[src/rtl/axis_data_width_converter.sv]
// ---------------------------------------------------------------------------
// axis_data_width_converter
//
// Byte-lane stream width converter. Narrow input beats are packed into wide
// output beats (upsize), wide input beats are split into narrow slices
// (downsize), or beats pass through a single register (equal widths). The
// input side carries no last flag; a beat whose keep is not all-ones closes
// a packet, and the output beat that carries its final byte has last = 1.
// Disabled bytes are always driven as zero on the output.
//
// Ports
//   i_clk           clock, all state updates on the rising edge
//   i_aresetn       synchronous reset, ACTIVE-HIGH despite the name
//   i_input_valid   upstream beat valid
//   o_input_ready   upstream beat accepted when valid & ready
//   i_input_data    upstream data, byte k = bits [8k+7:8k]
//   i_input_keep    upstream byte enables, contiguous from bit 0, never zero
//   o_output_valid  downstream beat valid (registered)
//   i_output_ready  downstream ready
//   o_output_last   final beat of a packet (registered)
//   o_output_data   downstream data (registered)
//   o_output_keep   downstream byte enables (registered)
// ---------------------------------------------------------------------------
module axis_data_width_converter #(
    parameter int INPUT_WIDTH  = 32,
    parameter int OUTPUT_WIDTH = 64
) (
    input  logic                        i_clk,
    input  logic                        i_aresetn,
    input  logic                        i_input_valid,
    output logic                        o_input_ready,
    input  logic [INPUT_WIDTH-1:0]      i_input_data,
    input  logic [(INPUT_WIDTH-1)/8:0]  i_input_keep,
    output logic                        o_output_valid,
    input  logic                        i_output_ready,
    output logic                        o_output_last,
    output logic [OUTPUT_WIDTH-1:0]     o_output_data,
    output logic [(OUTPUT_WIDTH-1)/8:0] o_output_keep
);

    localparam int IK = INPUT_WIDTH / 8;

    // Zero every input byte whose keep bit is clear.
    function automatic logic [INPUT_WIDTH-1:0] mask_bytes(
        input logic [INPUT_WIDTH-1:0] data,
        input logic [IK-1:0]          keep
    );
        logic [INPUT_WIDTH-1:0] masked;
        masked = {INPUT_WIDTH{1'b0}};
        for (int b = 0; b < IK; b++) begin
            if (keep[b]) begin
                masked[8*b +: 8] = data[8*b +: 8];
            end else begin
                masked[8*b +: 8] = 8'h00;
            end
        end
        return masked;
    endfunction

    // Output register bank shared by all modes.
    logic                             out_valid_q, out_valid_d;
    logic                             out_last_q,  out_last_d;
    logic [OUTPUT_WIDTH-1:0]          out_data_q,  out_data_d;
    logic [(OUTPUT_WIDTH-1)/8:0]      out_keep_q,  out_keep_d;
    logic                             in_ready_s;
    logic                             in_fire_s;

    // Output register update; reset clears the whole output beat.
    always_ff @(posedge i_clk) begin
        if (i_aresetn) begin
            out_valid_q <= 1'b0;
            out_last_q  <= 1'b0;
            out_data_q  <= {OUTPUT_WIDTH{1'b0}};
            out_keep_q  <= {((OUTPUT_WIDTH-1)/8+1){1'b0}};
        end else begin
            out_valid_q <= out_valid_d;
            out_last_q  <= out_last_d;
            out_data_q  <= out_data_d;
            out_keep_q  <= out_keep_d;
        end
    end

    assign o_input_ready  = in_ready_s;
    assign o_output_valid = out_valid_q;
    assign o_output_last  = out_last_q;
    assign o_output_data  = out_data_q;
    assign o_output_keep  = out_keep_q;

    if (OUTPUT_WIDTH > INPUT_WIDTH) begin : g_upsize
        localparam int R  = OUTPUT_WIDTH / INPUT_WIDTH;
        localparam int OK = OUTPUT_WIDTH / 8;
        localparam int LW = (R > 1) ? $clog2(R) : 1;

        logic [OUTPUT_WIDTH-1:0] acc_data_q, acc_data_d;
        logic [OK-1:0]           acc_keep_q, acc_keep_d;
        logic [LW-1:0]           lane_q,     lane_d;
        logic [OUTPUT_WIDTH-1:0] merged_data_s;
        logic [OK-1:0]           merged_keep_s;
        logic [INPUT_WIDTH-1:0]  in_masked_s;
        logic                    in_partial_s;
        logic                    complete_s;

        // Accumulator and lane counter; reset drops any partial word.
        always_ff @(posedge i_clk) begin
            if (i_aresetn) begin
                acc_data_q <= {OUTPUT_WIDTH{1'b0}};
                acc_keep_q <= {OK{1'b0}};
                lane_q     <= {LW{1'b0}};
            end else begin
                acc_data_q <= acc_data_d;
                acc_keep_q <= acc_keep_d;
                lane_q     <= lane_d;
            end
        end

        // Pack the accepted beat into its lane and decide when the word is done.
        always_comb begin
            in_ready_s    = !i_aresetn && (!out_valid_q || i_output_ready);
            in_fire_s     = i_input_valid && in_ready_s;
            in_partial_s  = (i_input_keep != {IK{1'b1}});
            in_masked_s   = mask_bytes(i_input_data, i_input_keep);
            complete_s    = (lane_q == LW'(R - 1)) || in_partial_s;

            merged_data_s = acc_data_q;
            merged_keep_s = acc_keep_q;
            for (int l = 0; l < R; l++) begin
                if (lane_q == LW'(l)) begin
                    merged_data_s[l*INPUT_WIDTH +: INPUT_WIDTH] = in_masked_s;
                    merged_keep_s[l*IK +: IK]                   = i_input_keep;
                end else begin
                    merged_data_s[l*INPUT_WIDTH +: INPUT_WIDTH] = acc_data_q[l*INPUT_WIDTH +: INPUT_WIDTH];
                    merged_keep_s[l*IK +: IK]                   = acc_keep_q[l*IK +: IK];
                end
            end

            out_last_d = out_last_q;
            out_data_d = out_data_q;
            out_keep_d = out_keep_q;
            acc_data_d = acc_data_q;
            acc_keep_d = acc_keep_q;
            lane_d     = lane_q;
            if (out_valid_q && i_output_ready) begin
                out_valid_d = 1'b0;
            end else begin
                out_valid_d = out_valid_q;
            end

            if (in_fire_s) begin
                if (complete_s) begin
                    // A completing beat may coincide with the drain of the previous word.
                    out_valid_d = 1'b1;
                    out_data_d  = merged_data_s;
                    out_keep_d  = merged_keep_s;
                    out_last_d  = in_partial_s;
                    acc_data_d  = {OUTPUT_WIDTH{1'b0}};
                    acc_keep_d  = {OK{1'b0}};
                    lane_d      = {LW{1'b0}};
                end else begin
                    acc_data_d  = merged_data_s;
                    acc_keep_d  = merged_keep_s;
                    lane_d      = lane_q + LW'(1'b1);
                end
            end else begin
                lane_d = lane_q;
            end
        end
    end else if (INPUT_WIDTH > OUTPUT_WIDTH) begin : g_downsize
        localparam int R  = INPUT_WIDTH / OUTPUT_WIDTH;
        localparam int OK = OUTPUT_WIDTH / 8;
        localparam int LW = (R > 1) ? $clog2(R) : 1;

        logic [INPUT_WIDTH-1:0]  hold_data_q, hold_data_d;
        logic [IK-1:0]           hold_keep_q, hold_keep_d;
        logic [LW-1:0]           slice_q,     slice_d;
        logic                    final_q,     final_d;
        logic [INPUT_WIDTH-1:0]  src_data_s;
        logic [IK-1:0]           src_keep_s;
        logic [IK:0]             src_keep_ext_s;
        logic [LW-1:0]           src_idx_s;
        logic                    src_partial_s;
        logic [OUTPUT_WIDTH-1:0] slice_data_s;
        logic [OK-1:0]           slice_keep_s;
        logic                    slice_final_s;

        // Held beat and slice pointer; reset discards the held beat.
        always_ff @(posedge i_clk) begin
            if (i_aresetn) begin
                hold_data_q <= {INPUT_WIDTH{1'b0}};
                hold_keep_q <= {IK{1'b0}};
                slice_q     <= {LW{1'b0}};
                final_q     <= 1'b0;
            end else begin
                hold_data_q <= hold_data_d;
                hold_keep_q <= hold_keep_d;
                slice_q     <= slice_d;
                final_q     <= final_d;
            end
        end

        // Select the next slice either from a newly captured beat or the held one.
        always_comb begin
            in_ready_s = !i_aresetn && (!out_valid_q || (i_output_ready && final_q));
            in_fire_s  = i_input_valid && in_ready_s;

            if (in_fire_s) begin
                src_data_s = mask_bytes(i_input_data, i_input_keep);
                src_keep_s = i_input_keep;
                src_idx_s  = {LW{1'b0}};
            end else begin
                src_data_s = hold_data_q;
                src_keep_s = hold_keep_q;
                src_idx_s  = slice_q + LW'(1'b1);
            end
            src_partial_s  = (src_keep_s != {IK{1'b1}});
            // Keep is contiguous, so a slice is the final non-empty one when the
            // first byte of the following slice is disabled (or there is none).
            src_keep_ext_s = {1'b0, src_keep_s};

            slice_data_s  = {OUTPUT_WIDTH{1'b0}};
            slice_keep_s  = {OK{1'b0}};
            slice_final_s = 1'b1;
            for (int r = 0; r < R; r++) begin
                if (src_idx_s == LW'(r)) begin
                    slice_data_s  = src_data_s[r*OUTPUT_WIDTH +: OUTPUT_WIDTH];
                    slice_keep_s  = src_keep_s[r*OK +: OK];
                    slice_final_s = !src_keep_ext_s[(r+1)*OK];
                end else begin
                    slice_data_s  = slice_data_s;
                end
            end
        end

        // Emit slices one per handshake; capture the next beat on the final one.
        always_comb begin
            out_valid_d = out_valid_q;
            out_last_d  = out_last_q;
            out_data_d  = out_data_q;
            out_keep_d  = out_keep_q;
            hold_data_d = hold_data_q;
            hold_keep_d = hold_keep_q;
            slice_d     = slice_q;
            final_d     = final_q;
            if (in_fire_s) begin
                hold_data_d = src_data_s;
                hold_keep_d = src_keep_s;
                slice_d     = {LW{1'b0}};
                out_valid_d = 1'b1;
                out_data_d  = slice_data_s;
                out_keep_d  = slice_keep_s;
                out_last_d  = slice_final_s && src_partial_s;
                final_d     = slice_final_s;
            end else if (out_valid_q && i_output_ready) begin
                if (final_q) begin
                    out_valid_d = 1'b0;
                end else begin
                    slice_d     = src_idx_s;
                    out_data_d  = slice_data_s;
                    out_keep_d  = slice_keep_s;
                    out_last_d  = slice_final_s && src_partial_s;
                    final_d     = slice_final_s;
                end
            end else begin
                out_valid_d = out_valid_q;
            end
        end
    end else begin : g_equal
        // Single register stage; a partial keep marks the end of a packet.
        always_comb begin
            in_ready_s = !i_aresetn && (!out_valid_q || i_output_ready);
            in_fire_s  = i_input_valid && in_ready_s;
            out_last_d = out_last_q;
            out_data_d = out_data_q;
            out_keep_d = out_keep_q;
            if (in_fire_s) begin
                out_valid_d = 1'b1;
                out_data_d  = mask_bytes(i_input_data, i_input_keep);
                out_keep_d  = i_input_keep;
                out_last_d  = (i_input_keep != {IK{1'b1}});
            end else if (out_valid_q && i_output_ready) begin
                out_valid_d = 1'b0;
            end else begin
                out_valid_d = out_valid_q;
            end
        end
    end

endmodule

[config.mk]
export PLATFORM = sky130hd
export DESIGN_NAME = axis_data_width_converter
export DESIGN_NICKNAME = d
export VERILOG_FILES = /design/src/rtl/axis_data_width_converter.sv
export SDC_FILE = /design/constraint.sdc
export NUM_CORES = 1
export LEC_CHECK = 0
export BUFFER_PORTS_ARGS = -buffer_cell sky130_fd_sc_hd__buf_4
export CORE_UTILIZATION = 25
export DETAILED_ROUTE_END_ITERATION = 16
export GPL_ROUTABILITY_DRIVEN = 0
export PLACE_DENSITY = 0.51
export SYNTH_ARGS = -nofsm -noshare
export SYNTH_HDL_FRONTEND = slang
export SYNTH_SLANG_ARGS = --single-unit
[constraint.sdc]
create_clock -name i_clk -period 1.4 [get_ports i_clk]
set_input_delay 0.14 -clock i_clk [delete_from_list [all_inputs] [get_ports i_clk]]
set_output_delay 0.14 -clock i_clk [all_outputs]
set_load 0.005 [all_outputs]
== Word level (Yosys, flattened, before mapping) ==
Cells that the tools add are included.
Widths: inputs -> output; s select.

* $add $sub $neg: 1
* Multiply operators: 0
* Divide/modulo/power cells: 0
* Order comparisons: 0
* Equal/unequal tests: 1
* Shifts and indexed selects: 0
* Muxes and demuxes: 14
* Bitwise operators: 0
* Reduce and logical (&&, ||, !) cells: 8

{| class="wikitable"
|+ Operators with widths
! operator !! number
|-
| $mux 32 || 2
|-
| $mux 64 || 1
|-
| $mux 8 || 5
|-
| $mux 4 || 2
|-
| $mux 1 || 4
|-
| $ne 4x4->1 const B || 1
|-
| $logic_and 1x1->1 || 3
|-
| $logic_not 1->1 || 2
|-
| $logic_or 1x1->1 || 2
|-
| $reduce_and 2->1 || 1
|-
| $add 1x1->1 const B || 1
|}

* Register bits after elaboration: 147
* Bits in latches: 0
* Memory bits (writable): 0
* Bits in read-only memories: 0
* Bits of input ports: 40
* Output and inout bits: 75
* Word-level logic and storage cells: 31
* Memories: 0

== Logic depth before layout (Yosys ltp) ==
Gate-level depths: netlist of the first run.

* Depth in word-level cells: 5
* Mapped depth: 7
* Mapped depth without buffers: 4

== Worst setup path after synthesis of the first run ==
OpenSTA, ideal clock, no wires.

* Kind: register -> register
* From: register out_valid_q, in the netlist o_output_valid
* To: register out_keep_q[1], in the netlist o_output_keep[1]
* Setup time: 0.112 ns
* Data arrival time: 1.185 ns
* Data required time: 1.288 ns
* Path slack: 0.103 ns
* Cell stages (with the launch flop): 7
* Path buffers: 2
* Clock period less this slack: 1.297 ns
* Cells stage by stage: dfxtp_1 nand2b_1 o211a_1 buf_6 buf_6 nor2_1 a2111oi_1

* Longest elaborated chain between the ends: 5

{| class="wikitable"
|+ Ends and longest elaborated chain
! item !! RTL line !! text
|-
| start: declaration || 61 || <nowiki>logic out_valid_q, out_valid_d;</nowiki>
|-
| start signal: assignment || 76 || <nowiki>out_valid_q <= out_valid_d;</nowiki>
|-
| $logic_not 1->1 || 118 || <nowiki>in_ready_s = !i_aresetn && (!out_valid_q || i_output_ready);</nowiki>
|-
| $logic_or 1x1->1 || 118 ||
|-
| $logic_and 1x1->1 || 118 ||
|-
| $logic_and 1x1->1 || 119 || <nowiki>in_fire_s = i_input_valid && in_ready_s;</nowiki>
|-
| $reduce_and 2->1 (no source line) || -- ||
|-
| end signal: assignment || 74 || <nowiki>out_keep_q <= {((OUTPUT_WIDTH-1)/8+1){1'b0}};</nowiki>
|-
| end signal: assignment || 79 || <nowiki>out_keep_q <= out_keep_d;</nowiki>
|-
| end: declaration || 64 || <nowiki>logic [(OUTPUT_WIDTH-1)/8:0] out_keep_q, out_keep_d;</nowiki>
|}

Every way passes these cells.
A chain may end at the register's enable or synchronous reset.

== Worst setup path in the final report of the first run ==
* From: register out_valid_q, in the netlist o_output_valid
* To: output port o_input_ready

* Longest elaborated chain between the ends: 3

{| class="wikitable"
|+ Ends and longest elaborated chain
! item !! RTL line !! text
|-
| $logic_not 1->1 || 118 ||
|-
| $logic_or 1x1->1 || 118 ||
|-
| $logic_and 1x1->1 || 118 ||
|-
| end: declaration || 31 || <nowiki>output logic o_input_ready,</nowiki>
|}

Every way passes these cells.

==> results.json, run 1 <==
{
  "yosys.area.top_type": "dfxtp_1",
  "cp-endpoint": "o_input_ready",
  "netlist_area_um2": 5871,
  "routed_wl_mm": 17.15,
  "leakage_nw": 3.254,
  "seq_area_um2": 2948,
  "crit_top_cell": "buf_6",
  "met2WireLength_mm": 8.132,
  "synth_edf_count": 0,
  "cp-end-kind": "output port",
  "status": "finished clean",
  "cp_max_fo": 5,
  "synthFlopType": "dfxtp_1",
  "rsz0062_at_grt": "true",
  "multi_input_area_um2": 2655,
  "reg2reg_depth": 6,
  "track_usage_pct": 14.71,
  "required_ns": 1.26,
  "die_w_um": 155.2,
  "nFillCells": 2411,
  "maxCapViolations": 0,
  "hold_class": "input port to flip-flop",
  "powerDensity_nw_per_um2": 1243,
  "ys_seq_area_share_pct": 50.13,
  "fin_cells": 1148,
  "route.met3.wl_um": 790,
  "fin_worst_skew_ns": 0.008895,
  "top_layer": "met4",
  "clkTransAtPathRegs_ns": 0.07,
  "first_global_vias": 5005,
  "drt_iter0_drc": 216,
  "insertion_delay_ns": 0.43,
  "finalHoldViolations": 0,
  "synth-seq-cells": 147,
  "placed_cells": 1089,
  "ir_drop_v": 0.0006034,
  "finalPower_mw": 10.23,
  "fmax_ghz": 0.7312,
  "hpwl_mm": 11.33,
  "fp.coreArea_um2": 22850,
  "avgSynthCellArea_um2": 8.508,
  "worstPathArrival_ns": 1.23,
  "setup_viol": 0,
  "slowest_delay_ns": 0.35,
  "cts_buffers": 17,
  "ys_types": 29,
  "drcViolationCount": 0,
  "detail_route.wl_per_cell_um": 14.94,
  "drtAntennaViolNets": 0,
  "fin_crit_ns": 1.368,
  "cp-start-kind": "flip-flop",
  "die_area_um2": 24100,
  "drive_above_1_share_pct": 28.50,
  "die_y_um": 155.2,
  "grt_first_pass_wirelength_mm": 27.06,
  "period_share_pct": 97.69,
  "synth.top_cells.by_count": "147 x dfxtp_1, 140 x nor2_1, 71 x nand2_1",
  "r2r-end": "o_output_data[18]",
  "grt_max_degree": 111,
  "critPathLaunch": "o_output_valid",
  "critPathSlowestCell": "dfxtp_2",
  "slew_viol_final": 0,
  "path_cells": "nand2b_4, buf_6, and2_4, buf_6",
  "cts_sinks": 147,
  "cts_root_buf": "clkbuf_16",
  "drt-met1-wl_mm": 7.984,
  "area_growth_pct": 40.13,
  "cts_tree": "done",
  "ios": 115,
  "synth_top_area_share_pct": 50.13,
  "antenna_found_initial": 0,
  "row_count": 55,
  "reg2reg_slack_ns": 0.04,
  "critical_path_class": "flip-flop to output port",
  "first_pass_iters": 4,
  "nets": 862,
  "syn_inst": 690,
  "clockBufferDepth": 2,
  "vias": 5188,
  "r2r-start": "o_output_valid",
  "worstHoldStart": "i_input_data[10]",
  "synthArstFlopShare_pct": 0,
  "h-tree-depth": 4,
  "syn-num-nets": 730,
  "port_buffers": 114,
  "yosys_warnings": 0,
  "num_antenna_cells": 0,
  "tightest_slew_ns": 0.6027,
  "synthMostInstantiatedCell": "dfxtp_1",
  "vias_per_cell": 4.519,
  "yosys-top-cells-area": "dfxtp_1 50%, nor2_1 9.0%, a211oi_2 6.4%, a21oi_1 6.0%, a211oi_1 4.9%",
  "gr-total-overflow": 0,
  "slew_headroom_pct": 59.82,
  "start_util_pct": 25.70
}
worst min path at each step:
stage,end,cells past startpoint
detailed placement,g_upsize.acc_data_q[23],3
global route,g_upsize.acc_data_q[16],3
finish,g_upsize.acc_data_q[10],3
CTS,g_upsize.acc_data_q[9],3
global placement,g_upsize.acc_data_q[23],3
floorplan,g_upsize.acc_data_q[15],2
power breakdown:
part           leakage (nW)  internal, mW  switching (mW)  total, mW
Sequential             1.20          4.33          0.0844       4.41
Combinational          1.77         0.560           0.592       1.15
Clock                 0.283          2.75            1.92       4.67
Total                  3.25          7.63            2.60       10.2
state kept, by name, summed over array words and instances (netlist names):
name / flops
o_output_keep: 8
o_output_data: 64
g_upsize.lane_q: 1
g_upsize.acc_data_q: 64
o_output_last: 1
g_upsize.acc_keep_q: 8
o_output_valid: 1
cell usage in the layout (no fill, tap or decap), types with 2 or more instances in the layout:
| cell type | n |
|---|---|
| clkinv_4 | 4 |
| a21oi_1 | 70 |
| clkbuf_16 | 17 |
| nor2_1 | 139 |
| clkbuf_8 | 2 |
| a2111oi_1 | 4 |
| buf_4 | 139 |
| mux2i_1 | 4 |
| a211oi_2 | 39 |
| buf_6 | 3 |
| buf_12 | 12 |
| inv_1 | 5 |
| nand4_1 | 32 |
| dfxtp_1 | 145 |
| bufinv_16 | 2 |
| inv_6 | 3 |
| nor3_1 | 32 |
| clkinvlp_4 | 4 |
| nand2_1 | 70 |
| a211oi_1 | 29 |
| dlygate4sd3_1 | 26 |
| and3_1 | 38 |
area by class of cell:
class,count,area share [%]
clock buffer,19,5.506
clock inverter,13,1.840
inverter,6,0.2738
multi-input combinational,469,32.27
sequential,147,35.83
tap,313,4.760
timing repair buffer,181,19.51
logic make-up (layout without fill, tap and decap cells):
| kind of cell | after synthesis | after routing | share of synthesized area, % |
|---|---|---|---|
| buffers and inverters | 74 | 219 | 6.074 |
| and+or+nand+nor | 319 | 319 | 24.59 |
| AOI/OAI and AO/OA | 146 | 146 | 18.52 |
| muxes | 4 | 4 | 0.6820 |
| DFF | 147 | 147 | 50.13 |
metal layers:
metal	vias up	global-route usage, %
met1	2373	18.38
met5	-	0
met2	116	24.56
met4	0	5.229
li1	2680	-
met3	19	3.621
timing repair:
action,in CTS,in global routing
resized for setup,5,12
hold buffers,26,0
buffers inserted,1,0
endpoints found under the setup margin,26,19
hold endpoints to repair,26,0
pin swaps,0,1
stage by stage:
step / hold slack [ns] / instance area [µm²] / TNS, ns / utilization [%] / worst slack, ns
final: 0.02024 / 8227 / 0 / 36.01 / 0.03231
after global routing: 0.007648 / 8227 / -0.1737 / 36.01 / -0.04894
after CTS: 0.00002631 / 8169 / 0 / 35.76 / 0.003451
after detailed placement: 0.4350 / 7278 / -0.4397 / 31.86 / -0.06658
after global placement: 0.4282 / 7278 / -0.02382 / 31.86 / -0.02382
after floorplan: 0.2943 / 5871 / 0 / - / 0.1027
worst max-delay path: cells and delay by family (launching register included):
family	cells	cell delay, ns
flops	1	0.35
buf+inv	2	0.23
simple gates	2	0.22
No activity file was read; power rests on OpenSTA's default activity.
==> run 2, diff against run 1 <==
==> constraint.sdc (replaced) <==
create_clock -name i_clk -period 1.4 [get_ports i_clk]
set_input_delay 0.28 -clock i_clk [delete_from_list [all_inputs] [get_ports i_clk]]
set_output_delay 0.28 -clock i_clk [all_outputs]
set_load 0.005 [all_outputs]
==> run 2 against run 1 <==
Compared with the run above: critical endpoint unchanged; total power up 1.3%; register-to-register slack is essentially flat; largest power group unchanged; global-route usage up 0.088 points; clock-buffer cell count is 1 higher; core utilization is 0.28 points higher; combinational power grew 6%; critical path depth shrank 1; cell count shrank 1.2%; critical path type unchanged; clock power rose by 1%; routed wire length grew 11%; clock skew rose by 0.0011 ns.
==> results.json, run 2 (same netlist as run 1, synthesis figures left out) <==
{
  "cp-start-kind": "flip-flop",
  "cp_max_fo": 4,
  "hold_class": "input port to flip-flop",
  "fin_cells": 1134,
  "period_share_pct": 99.89,
  "cts_buffers": 17,
  "rsz0062_at_grt": "true",
  "drt_iter0_drc": 245,
  "area_growth_pct": 41.24,
  "cp-end-kind": "output port",
  "leakage_nw": 3.273,
  "clkTransAtPathRegs_ns": 0.07,
  "antenna_found_initial": 0,
  "port_buffers": 114,
  "row_count": 55,
  "final_common_cell": "dfxtp_1",
  "postLayoutCoreUtil_pct": 36.29,
  "routed_wl_mm": 18.98,
  "seq_area_um2": 2948,
  "first_pass_iters": 4,
  "vias": 5295,
  "finalHoldViolations": 0,
  "cts_sinks": 147,
  "final_cell_mix": "145 x dfxtp_1, 137 x buf_4, 127 x nor2_1, 70 x a21oi_1, 70 x nand2_1",
  "fin_worst_skew_ns": 0.009959,
  "cts_root_buf": "clkbuf_16",
  "start_util_pct": 25.70,
  "ios": 115,
  "required_ns": 1.12,
  "clockBufferDepth": 2,
  "maxCapViolations": 0,
  "grt_max_degree": 47,
  "fmax_ghz": 0.7150,
  "grt_first_pass_wirelength_mm": 27.26,
  "nets": 848,
  "cts_hold_buf": 0,
  "insertion_delay_ns": 0.43,
  "multi_input_area_um2": 2726,
  "worstPathArrival_ns": 1.12,
  "fin_crit_ns": 1.399,
  "cts_tree": "done",
  "ir_drop_v": 0.0006797,
  "die_area_um2": 24100,
  "setup_viol": 0,
  "status": "finished clean",
  "nFillCells": 2420,
  "first_global_vias": 4841,
  "num_antenna_cells": 0,
  "slew_viol_final": 0,
  "tightest_slew_ns": 0.5669,
  "powerDensity_nw_per_um2": 1250,
  "drtAntennaViolNets": 0,
  "critical_path_class": "flip-flop to output port",
  "die_y_um": 155.2,
  "drcViolationCount": 0,
  "die_w_um": 155.2,
  "h-tree-depth": 4,
  "track_usage_pct": 14.80,
  "detail_route.wl_per_cell_um": 16.74,
  "fp.coreArea_um2": 22850,
  "slew_headroom_pct": 62.21,
  "drive_above_1_share_pct": 32.64,
  "vias_per_cell": 4.669,
  "placed_cells": 1087,
  "hpwl_mm": 11.47,
  "gr-total-overflow": 0
}
run 2: changes by cell type in the layout (fill, tap and decap cells not counted), sizes merged:
cell and delta:
clkinvlp -1, clkinv +2, bufinv +1, buf +6, clkbuf +7, dlygate4sd3 -26, inv -3
run 2: through the flow:
step | hold WS, ns | TNS, ns | area (µm²) | setup slack [ns] | power (mW)
2_1_floorplan | 0.4323 | 0 | 5871 | 0.01305 | 5.034
3_3_place_gp | 0.4397 | -12.07 | 7251 | -0.1764 | 5.594
3_5_place_dp | 0.4452 | -14.46 | 7251 | -0.2194 | 5.605
4_1_cts | 0.1211 | -0.01236 | 7911 | -0.01236 | 10.36
5_1_grt | 0.1299 | -0.2223 | 8292 | -0.04119 | 10.76
6_report | 0.1342 | 0 | 8292 | 0.001474 | 10.36
run 2: critical path, cell delays in order, from the launching register on:
cell	delay, ns
dfxtp_2	0.35
nand2b_4	0.08
and2_4	0.15
buf_6	0.11
run 2: layout make-up:
cell class	instances	share of cell area, %
repair buffers	167	19.28
flip-flops and latches	147	35.55
well taps	313	4.723
clock buffers	20	5.387
clock inverters	12	1.901
inverters	6	0.2716
multi-input cells	469	32.88
run 2: power breakdown:
group | leakage (nW) | switching [mW] | internal [mW]
Clock | 0.286 | 1.87 | 2.85
Combinational | 1.79 | 0.631 | 0.588
Sequential | 1.20 | 0.0938 | 4.33
Total | 3.27 | 2.59 | 7.77
run 2: path summary, 6_finish.rpt:
path,from,to,slack [ns],cells after the start
worst max-delay path,o_output_valid,o_input_ready,0.001,3
worst min-delay path,i_input_data[15],g_upsize.acc_data_q[15],0.13,3
worst max register to register,o_output_valid,o_output_data[31],0.04,7
worst min register to register,g_upsize.acc_data_q[31],g_upsize.acc_data_q[31],0.45,2
run 2: what timing repair did:
action,CTS,global route
hold endpoints to repair,0,0
pin swaps,1,7
gates resized for setup,8,36
setup buffers,2,4
cloned,0,9
endpoints found under the setup margin,105,78
run 2: routing by layer:
metal / GRT usage [%] / vias up / part of all wire (%)
met5: 0 / - / 0
met4: 4.902 / 0 / 1.0
met3: 3.231 / 17 / 4.6
met2: 24.20 / 124 / 49
met1: 19.30 / 2516 / 46
li1: - / 2638 / -
==> run 3, diff against run 2 <==
CELL_PAD_IN_SITES_DETAIL_PLACEMENT = 0   (was unset)
CELL_PAD_IN_SITES_GLOBAL_PLACEMENT = 1   (was unset)
CORE_MARGIN = 2   (was unset)
PLACE_DENSITY = 0.62   (was 0.51)
==> run 3 against run 2 <==
Compared with the run above: the run now ends with setup timing left; routed wire length decreased by 1.9%; critical path depth increased by 1; first-iteration DRC count decreased by 13%; clock-buffer cell count unchanged; maximum frequency decreased by 3.5%; final area decreased by 1.5%.
==> results.json, run 3 (same netlist as run 1, synthesis figures left out) <==
{
  "detail_route.wl_per_cell_um": 16.40,
  "cts_buffers": 17,
  "first_global_vias": 4990,
  "ir_drop_v": 0.0005801,
  "antenna_found_initial": 0,
  "whs_ns": 0.1387,
  "status": "complete, but fails checks",
  "crit_top_cell": "buf_6",
  "die_y_um": 157.2,
  "die_area_um2": 24720,
  "vias": 5211,
  "final_cell_mix": "145 x dfxtp_1, 137 x buf_4, 135 x nor2_1, 70 x a21oi_1, 70 x nand2_1",
  "cp-start-kind": "flip-flop",
  "swShare_pct": 24.59,
  "ios": 115,
  "worstPathArrival_ns": 1.17,
  "gr-total-overflow": 0,
  "p_sw_mw": 2.477,
  "fp.coreArea_um2": 23260,
  "critPathSlowestCell": "dfxtp_2",
  "top_usage_layer": "met2",
  "finalHoldViolations": 0,
  "clkTransAtPathRegs_ns": 0.06,
  "reg2reg_depth": 7,
  "violations": "setup timing",
  "grt_use_met2_pct": 23.68,
  "cts_root_buf": "clkbuf_16",
  "fin_cells": 1136,
  "drive_above_1_share_pct": 30.48,
  "drcViolationCount": 0,
  "cts_hold_buf": 0,
  "final_common_cell": "dfxtp_1",
  "clockBufferDepth": 2,
  "slew_headroom_pct": 65.75,
  "row_count": 56,
  "h-tree-depth": 4,
  "die_w_um": 157.2,
  "drtAntennaViolNets": 0,
  "track_usage_pct": 14.44,
  "slew_viol_final": 0,
  "tightest_slew_ns": 0.5138,
  "grtUsageMet3_pct": 3.084,
  "cp_num_cells": 4,
  "cp_max_fo": 2,
  "hpwl_mm": 11.31,
  "area_growth_pct": 39.09,
  "path_cells": "nand2b_4, buf_6, and2_4, buf_6",
  "grt_max_degree": 72,
  "vias_per_cell": 4.587,
  "rsz0062_at_grt": "true",
  "cp-end-kind": "output port",
  "holdPathStages": 3,
  "powerDensity_nw_per_um2": 1234,
  "cts_tree": "done",
  "cts_sinks": 147,
  "maxCapViolations": 0,
  "finalPower_mw": 10.07,
  "first_pass_iters": 5,
  "drt_iter0_drc": 214,
  "fin_crit_ns": 1.449,
  "nFillCells": 2472,
  "setup_viol": 11,
  "num_antenna_cells": 0,
  "fin_worst_skew_ns": 0.006069,
  "crit_buf_inv": 2,
  "comb_power_share_pct": 11.9,
  "grt_use_met1_pct": 18.80,
  "routed_wl_mm": 18.63,
  "period_share_pct": 103.5,
  "insertion_delay_ns": 0.42,
  "slowest_delay_ns": 0.35,
  "grt_first_pass_wirelength_mm": 27.59,
  "port_buffers": 114,
  "crit_family": "flip-flops",
  "postLayoutCoreUtil_pct": 35.10,
  "placed_cells": 1093,
  "critical_path_class": "flip-flop to output port",
  "seqPwrFrac_pct": 43.8,
  "required_ns": 1.12,
  "worst_slack_ns": -0.04856,
  "fmax_ghz": 0.6903,
  "leakage_nw": 3.247,
  "clockPowerShare_pct": 44.2,
  "hold_class": "input port to flip-flop",
  "start_util_pct": 25.24,
  "p_int_mw": 7.596,
  "nets": 846
}
[run 3: cell types whose count changed in the layout (fill, tap and decap cells not counted), moves of 3 or more]
cell,previous run,this run
nor2_2,12,4
a211oi_2,40,32
nor3_1,27,30
buf_12,13,16
clkinv_2,2,5
nor3_2,5,2
a211oi_1,28,36
nor2_1,127,135
[run 3: power groups by stage]
| stage | sequential, mW | clock, mW | combinational, mW |
|---|---|---|---|
| floorplan | 4.50 | 0 | 0.531 |
| global placement | 4.51 | 0 | 1.09 |
| detailed placement | 4.51 | 0 | 1.10 |
| CTS | 4.42 | 4.59 | 1.13 |
| global route | 4.43 | 4.76 | 1.31 |
| finish | 4.42 | 4.45 | 1.20 |
[run 3: layout make-up]
class	count	area [µm²]	share of cell area, %
repair buffers	165	1564	19.15
clock buffers	20	456.7	5.593
clock inverters	10	110.1	1.348
inverters	6	22.52	0.2758
multi-input cells	469	2665	32.64
well taps	319	399.1	4.888
flip-flops and latches	147	2948	36.10
[run 3: final timing paths]
| kind | from | endpoint | slack (ns) |
|---|---|---|---|
| worst min-delay path | i_input_data[23] | g_upsize.acc_data_q[23] | 0.14 |
| worst max-delay path | o_output_valid | o_input_ready | -0.05 |
| worst max register to register | o_output_valid | o_output_data[33] | -0.02 |
| worst min register to register | g_upsize.acc_data_q[31] | g_upsize.acc_data_q[31] | 0.45 |
[run 3: stage by stage]
| stage | area [µm²] | setup slack [ns] | setup TNS, ns |
|---|---|---|---|
| after global placement | 7308 | -0.1960 | -11.30 |
| after global routing | 8165 | -0.08670 | -0.7905 |
| after detailed placement | 7308 | -0.2921 | -13.72 |
| after floorplan | 5871 | 0.01305 | 0 |
| final | 8165 | -0.04856 | -0.1109 |
| after CTS | 7951 | -0.06580 | -0.3125 |
[run 3: timing repair]
action | 4_1_cts | 5_1_grt
setup buffers | 2 | 4
endpoints found under the setup margin | 33 | 45
cloned | 1 | 6
resized for setup | 9 | 15
endpoints found under the hold margin | 0 | 0
pin swaps | 1 | 14
[run 3: worst register-to-register path, stage by stage (launching register included)]
cell and delay [ns]:
dfxtp_2 0.33, nand2b_4 0.07, buf_6 0.12, o211a_4 0.25, buf_4 0.17, clkbuf_16 0.16
nor2_1 0.04, a211oi_1 0.20
[run 3: per-layer routing]
| metal | vias up | routed length (µm) |
|---|---|---|
| li1 | 2639 | - |
| met1 | 2442 | 8622 |
| met2 | 111 | 8946 |
| met3 | 19 | 776 |
| met4 | 0 | 285 |
| met5 | - | 0 |
